===== config.mk =====
export PLATFORM = sky130hd
export DESIGN_NAME = microwave_controller
export DESIGN_NICKNAME = d
export VERILOG_FILES = /design/src/rtl/microwave_controller.sv
export SDC_FILE = /design/constraint.sdc
export NUM_CORES = 1
export LEC_CHECK = 0
export CORE_UTILIZATION = 35
export DETAILED_ROUTE_END_ITERATION = 10
export GPL_ROUTABILITY_DRIVEN = 1
export HOLD_SLACK_MARGIN = 0.12
export PLACE_DENSITY = 0.7
export SLEW_MARGIN = 20
export SYNTH_ARGS = -nofsm -noshare
export SYNTH_HDL_FRONTEND = slang
export SYNTH_SLANG_ARGS = --single-unit

===== constraint.sdc =====
create_clock -name clk -period 5.2 [get_ports clk]
set_input_delay 0.78 -clock clk [delete_from_list [all_inputs] [get_ports clk]]
set_output_delay 0.78 -clock clk [all_outputs]
set_load 0.03 [all_outputs]

===== src/rtl/microwave_controller.sv =====
// Microwave sequencing controller: keypad digit entry into an m:ss time, 1 Hz countdown,
// start/stop/door interlock handling, and a timed cook-complete indication.
module microwave_controller #(
    parameter int DONE_TICKS = 3
) (
    input  logic       clk,
    input  logic       clearn,
    input  logic [3:0] bcd_in,
    input  logic       loadn,
    input  logic       tick_1hz,
    input  logic       startn,
    input  logic       stopn,
    input  logic       door_closed,
    output logic       enablen,
    output logic       mag_on,
    output logic       done,
    output logic [3:0] min_ones,
    output logic [3:0] sec_tens,
    output logic [3:0] sec_ones,
    output logic [2:0] state
);
    typedef enum logic [2:0] {
        IDLE    = 3'd0,
        SETTING = 3'd1,
        COOKING = 3'd2,
        PAUSED  = 3'd3,
        DONE    = 3'd4
    } state_t;

    localparam int CW = (DONE_TICKS < 2) ? 1 : $clog2(DONE_TICKS + 1);
    localparam logic [CW-1:0] DONE_LAST = CW'(DONE_TICKS - 1);

    state_t          state_reg;
    logic [3:0]      min_reg, tens_reg, ones_reg;
    logic [CW-1:0]   done_cnt_reg;
    logic            loadn_prev_reg, startn_prev_reg, stopn_prev_reg, tick_prev_reg;

    logic            load_ev, start_ev, stop_ev, tick_ev;
    logic            time_zero, digit_ok;
    logic [3:0]      min_dec, tens_dec, ones_dec;
    logic            dec_zero;

    assign load_ev  = loadn_prev_reg & ~loadn;
    assign start_ev = startn_prev_reg & ~startn;
    assign stop_ev  = stopn_prev_reg & ~stopn;
    assign tick_ev  = ~tick_prev_reg & tick_1hz;

    assign time_zero = (min_reg == 4'd0) && (tens_reg == 4'd0) && (ones_reg == 4'd0);
    // A shift that would push a digit above 5 into the seconds-tens place is refused outright.
    assign digit_ok  = load_ev && (bcd_in <= 4'd9) && (ones_reg <= 4'd5);

    always_comb begin
        min_dec  = min_reg;
        tens_dec = tens_reg;
        ones_dec = ones_reg;
        if (ones_reg != 4'd0) begin
            ones_dec = ones_reg - 4'd1;
        end else if (tens_reg != 4'd0) begin
            ones_dec = 4'd9;
            tens_dec = tens_reg - 4'd1;
        end else begin
            ones_dec = 4'd9;
            tens_dec = 4'd5;
            min_dec  = min_reg - 4'd1;
        end
    end

    assign dec_zero = (min_reg == 4'd0) && (tens_reg == 4'd0) && (ones_reg == 4'd1);

    always_ff @(posedge clk or negedge clearn) begin
        if (!clearn) begin
            state_reg       <= IDLE;
            min_reg         <= 4'd0;
            tens_reg        <= 4'd0;
            ones_reg        <= 4'd0;
            done_cnt_reg    <= '0;
            loadn_prev_reg  <= 1'b1;
            startn_prev_reg <= 1'b1;
            stopn_prev_reg  <= 1'b1;
            tick_prev_reg   <= 1'b0;
        end else begin
            loadn_prev_reg  <= loadn;
            startn_prev_reg <= startn;
            stopn_prev_reg  <= stopn;
            tick_prev_reg   <= tick_1hz;
            case (state_reg)
                IDLE, SETTING: begin
                    if (stop_ev) begin
                        state_reg <= IDLE;
                        min_reg   <= 4'd0;
                        tens_reg  <= 4'd0;
                        ones_reg  <= 4'd0;
                    end else if (start_ev && door_closed && !time_zero) begin
                        state_reg <= COOKING;
                    end else if (digit_ok) begin
                        min_reg   <= tens_reg;
                        tens_reg  <= ones_reg;
                        ones_reg  <= bcd_in;
                        state_reg <= SETTING;
                    end
                end
                COOKING: begin
                    if (!door_closed || stop_ev) begin
                        state_reg <= PAUSED;
                    end else if (tick_ev) begin
                        min_reg  <= min_dec;
                        tens_reg <= tens_dec;
                        ones_reg <= ones_dec;
                        if (dec_zero) begin
                            state_reg    <= DONE;
                            done_cnt_reg <= '0;
                        end
                    end
                end
                PAUSED: begin
                    if (stop_ev) begin
                        state_reg <= IDLE;
                        min_reg   <= 4'd0;
                        tens_reg  <= 4'd0;
                        ones_reg  <= 4'd0;
                    end else if (start_ev && door_closed) begin
                        state_reg <= COOKING;
                    end
                end
                DONE: begin
                    if (stop_ev) begin
                        state_reg    <= IDLE;
                        done_cnt_reg <= '0;
                    end else if (tick_ev) begin
                        if (done_cnt_reg == DONE_LAST) begin
                            state_reg    <= IDLE;
                            done_cnt_reg <= '0;
                        end else begin
                            done_cnt_reg <= done_cnt_reg + 1'b1;
                        end
                    end
                end
                default: state_reg <= IDLE;
            endcase
        end
    end

    // Door interlock acts combinationally so the magnetron never waits for a clock edge.
    assign mag_on   = (state_reg == COOKING) && door_closed;
    assign enablen  = !((state_reg == IDLE) || (state_reg == SETTING));
    assign done     = (state_reg == DONE);
    assign min_ones = min_reg;
    assign sec_tens = tens_reg;
    assign sec_ones = ones_reg;
    assign state    = state_reg;
endmodule


==> results.sh <==
export IMPL_run_status="finished, final reports clean"
export IMPL_post_synth_main_area_contributors="sky130_fd_sc_hd__dfrtp_1, sky130_fd_sc_hd__dfstp_2, sky130_fd_sc_hd__ha_1"
export IMPL_buffer_ports_inserted=28
export IMPL_grt_setup_unrepaired="false"
export IMPL_synth_largest_type_area_fraction_pct=32.79
export IMPL_place_hpwl_um=2436
export IMPL_cpPeakStageDelay_ns=0.67
export IMPL_synth_area_per_cell_um2=10.03
export IMPL_critical_path_most_common_cell="sky130_fd_sc_hd__nor2b_1"
export IMPL_mappedNetlistArea_um2=1374
export IMPL_drt_initial_drc_count=76
export IMPL_comb_power_share_pct=60.3
export IMPL_global_route_wire_length_before_repair_um=5616
export IMPL_drt_total_wl_um=3239
export IMPL_timing_critical_path_from_type="register"
export IMPL_fp_dieArea_um2=4180
export IMPL_cts_htree_levels=1
export IMPL_die_width_um=64.65
export IMPL_grt_antenna_before_repair=0
export IMPL_min_delay_path_class="in -> async"
export IMPL_synth_area_mux_share_pct=13.75
export IMPL_postSynth_topFlopCell="sky130_fd_sc_hd__dfrtp_1"
export IMPL_bufs_on_longest_clock_path=2
export IMPL_synth_distinct_cells=46
export IMPL_async_reset_ff_share_pct=100.0
export IMPL_drcViolationCount=0
export IMPL_crit_path_max_fanout=9
export IMPL_fraction_of_the_mapped_netlist_area_in_compound_gates_pct=15.39
export IMPL_postSynthCellCount=137
export IMPL_critPathCaptureType="primary output"
export IMPL_number_of_flops_mapped_to_enable_cells_by_yosys=0
export IMPL_synth_simple_area_share_pct=21.04
export IMPL_grt_total_usage_pct=17.58
export IMPL_detail_route_antenna_nets=0
export IMPL_die_y_um=64.65
export IMPL_number_of_maximum_capacitance_violations=0
export IMPL_numCtsBuffers=3
export IMPL_setup_skew_after_layout_ns=0.002126
export IMPL_grt_overflow_total=0
export IMPL_cts_root_buffer="sky130_fd_sc_hd__clkbuf_8"
export IMPL_post_cts_setup_buffer_count=0
export IMPL_post_place_cells=208
export IMPL_clk_pin_slew_ns=0.07
export IMPL_synth_fa_ha_area_share_pct=4.554
export IMPL_final_nets=181
export IMPL_placementRows=22
export IMPL_final_common_cell="sky130_fd_sc_hd__clkdlybuf4s50_1"
export IMPL_drt_wirelength_per_cell_um=15.28
export IMPL_worstSkewPairLatency_ns=0.26
export IMPL_vias_per_cell=5.448
export IMPL_core_box_area_um2=3716
export IMPL_placedInstanceArea_um2=1687
export IMPL_cell_internal_pwr_w=0.0005457
export IMPL_arrival_ns=2.53
export IMPL_worstPathCellList="nor2b_1 -> nor2b_1 -> and2_1 -> clkdlybuf4s50_1"
export IMPL_clock_sink_count=21
export IMPL_yosys_area_share_xor_xnor_pct=2.550
export IMPL_finalSetupViolCount=0
export IMPL_starting_density_pct=36.97
export IMPL_drt_pass1_iterations=4
export IMPL_grt_start_max_net_pins=22
export IMPL_slew_headroom_pct=45.77
export IMPL_cpMaxStageDelayCell="sky130_fd_sc_hd__clkdlybuf4s50_1"
export IMPL_hold_buffers=0
export IMPL_switching_share_pct=45.15
export IMPL_syn2layout_area_growth_pct=25.68
export IMPL_yosysTopAreaCell="sky130_fd_sc_hd__dfrtp_1"
export IMPL_final_cell_area_um2=1727
export IMPL_finalWeightedCongestion=0.8412
export IMPL_postSynthRegisterBits=21
export IMPL_share_of_final_layout_standard_cells_stronger_than_drive_strength_1_pct=10.37
export IMPL_peakVddDrop_mv=0.2345
export IMPL_final_hold_viol_count=0
export IMPL_power_density_nw_per_um2=576.2
export IMPL_layout_filler_cells=350
export IMPL_synth_yosys_warnings=0
export IMPL_share_clk_of_total_power_pct=10.8
export IMPL_grt_pass1_vias=1204
export IMPL_fin_util_pct=46.46
export IMPL_tritoncts="done"
export IMPL_drv_slew=0
export IMPL_cp_required_ns=4.42
export IMPL_finalPower_w=0.0009949
export IMPL_ctsResizeCount=0
export IMPL_leakagePower_nw=0.7375
export IMPL_fin_crit_ns=3.314
export IMPL_worst_setup_path_type="reg -> out"
export IMPL_synth_nets=153
export IMPL_achievable_frequency_ghz=0.3017
export IMPL_seqPwrFrac_pct=28.9
export IMPL_ios=29
export IMPL_layout_cells_most_common_list="sky130_fd_sc_hd__clkdlybuf4s50_1, sky130_fd_sc_hd__dfrtp_1, sky130_fd_sc_hd__nand2_1, sky130_fd_sc_hd__inv_1, sky130_fd_sc_hd__a21oi_1"
export IMPL_combinational_family_with_the_most_area_after_synthesis="simple AND/OR/NAND/NOR gates"
export IMPL_finalSetupTns_ns=0
export IMPL_synth_sequential_area_ratio_pct=38.52
export IMPL_net_switching_power_figure_w=0.0004492
export IMPL_final_cells=212
export IMPL_final_worst_path_cycle_share_pct=63.74
export IMPL_antenna_cells_inserted=0
export IMPL_number_of_vias_in_the_routed_layout=1155
export IMPL_tightest_slew_ns=0.8104
==> per-layer routing <==
metal	vias up	GRT usage, %	wire length [um]
met2	44	29.08	1533
li1	558	-	-
met5	-	0	0
met1	546	21.33	1465
met3	7	2.993	160
met4	0	10.28	80
==> worst max-delay path: cells and delay by family (launching register included) <==
family	cells	cell delay, ns
buffers and inverters	1	0.67
flip-flops	1	0.46
AND/OR/NAND/NOR	3	1.14
==> cells by family after synthesis <==
| family | Yosys count |
|---|---|
| compound gates | 31 |
| xor+xnor | 4 |
| fa+ha+maj | 5 |
| buf+inv | 13 |
| flops | 21 |
| mux | 16 |
| simple gates | 47 |
==> power by group through the flow <==
stage	Clock [W]	Combinational [W]	Sequential (W)
CTS	0.000112	0.000601	0.000286
detailed placement	0	0.000600	0.000288
floorplan	0	0.000353	0.000356
finish	0.000108	0.000600	0.000287
global placement	0	0.000585	0.000285
global route	0.000119	0.000646	0.000297
==> stage by stage <==
step	hold WS, ns	worst slack, ns
2_1_floorplan	0.4844	2.675
3_3_place_gp	0.5393	2.227
3_5_place_dp	0.5501	2.129
4_1_cts	0.5756	1.913
5_1_grt	0.5084	1.742
6_report	0.4644	1.886
==> synthesized netlist by cell type, types with 4 or more instances <==
| library cell | number |
|---|---|
| sky130_fd_sc_hd__mux2i_1 | 5 |
| sky130_fd_sc_hd__ha_1 | 5 |
| sky130_fd_sc_hd__nor2b_1 | 6 |
| sky130_fd_sc_hd__nand3b_1 | 4 |
| sky130_fd_sc_hd__nand2_1 | 9 |
| sky130_fd_sc_hd__a21oi_1 | 8 |
| sky130_fd_sc_hd__mux2_4 | 4 |
| sky130_fd_sc_hd__dfrtp_1 | 18 |
| sky130_fd_sc_hd__nor2_1 | 7 |
| sky130_fd_sc_hd__inv_1 | 8 |
| sky130_fd_sc_hd__mux2_1 | 5 |
| sky130_fd_sc_hd__o21ai_0 | 6 |
==> layout make-up <==
class | count | area (um2) | area share [%]
Tap cell | 48 | 60.06 | 3.478
Timing Repair Buffer | 28 | 275.3 | 15.94
Multi-Input combinational cell | 103 | 787.0 | 45.58
Inverter | 8 | 30.03 | 1.739
Sequential cell | 21 | 529.3 | 30.65
Clock buffer | 4 | 45.04 | 2.609
==> path summary, 6_finish.rpt <==
path	startpoint	slack [ns]	endpoint	cells after the start
min reg2reg	done_cnt_reg[1]$_DFFE_PN0P_	0.57	done_cnt_reg[1]$_DFFE_PN0P_	1
min in group clk	done_cnt_reg[1]$_DFFE_PN0P_	0.57	done_cnt_reg[1]$_DFFE_PN0P_	1
max	state[2]$_DFFE_PN0P_	1.89	mag_on	4
max in group asynchronous	clearn	4.39	startn_prev_reg$_DFF_PN1_	1
max reg2reg	sec_ones[0]$_DFFE_PN0P_	2.52	sec_tens[3]$_DFFE_PN0P_	7
min	clearn	0.46	sec_ones[0]$_DFFE_PN0P_	1
(Power assumes the default switching activity.)
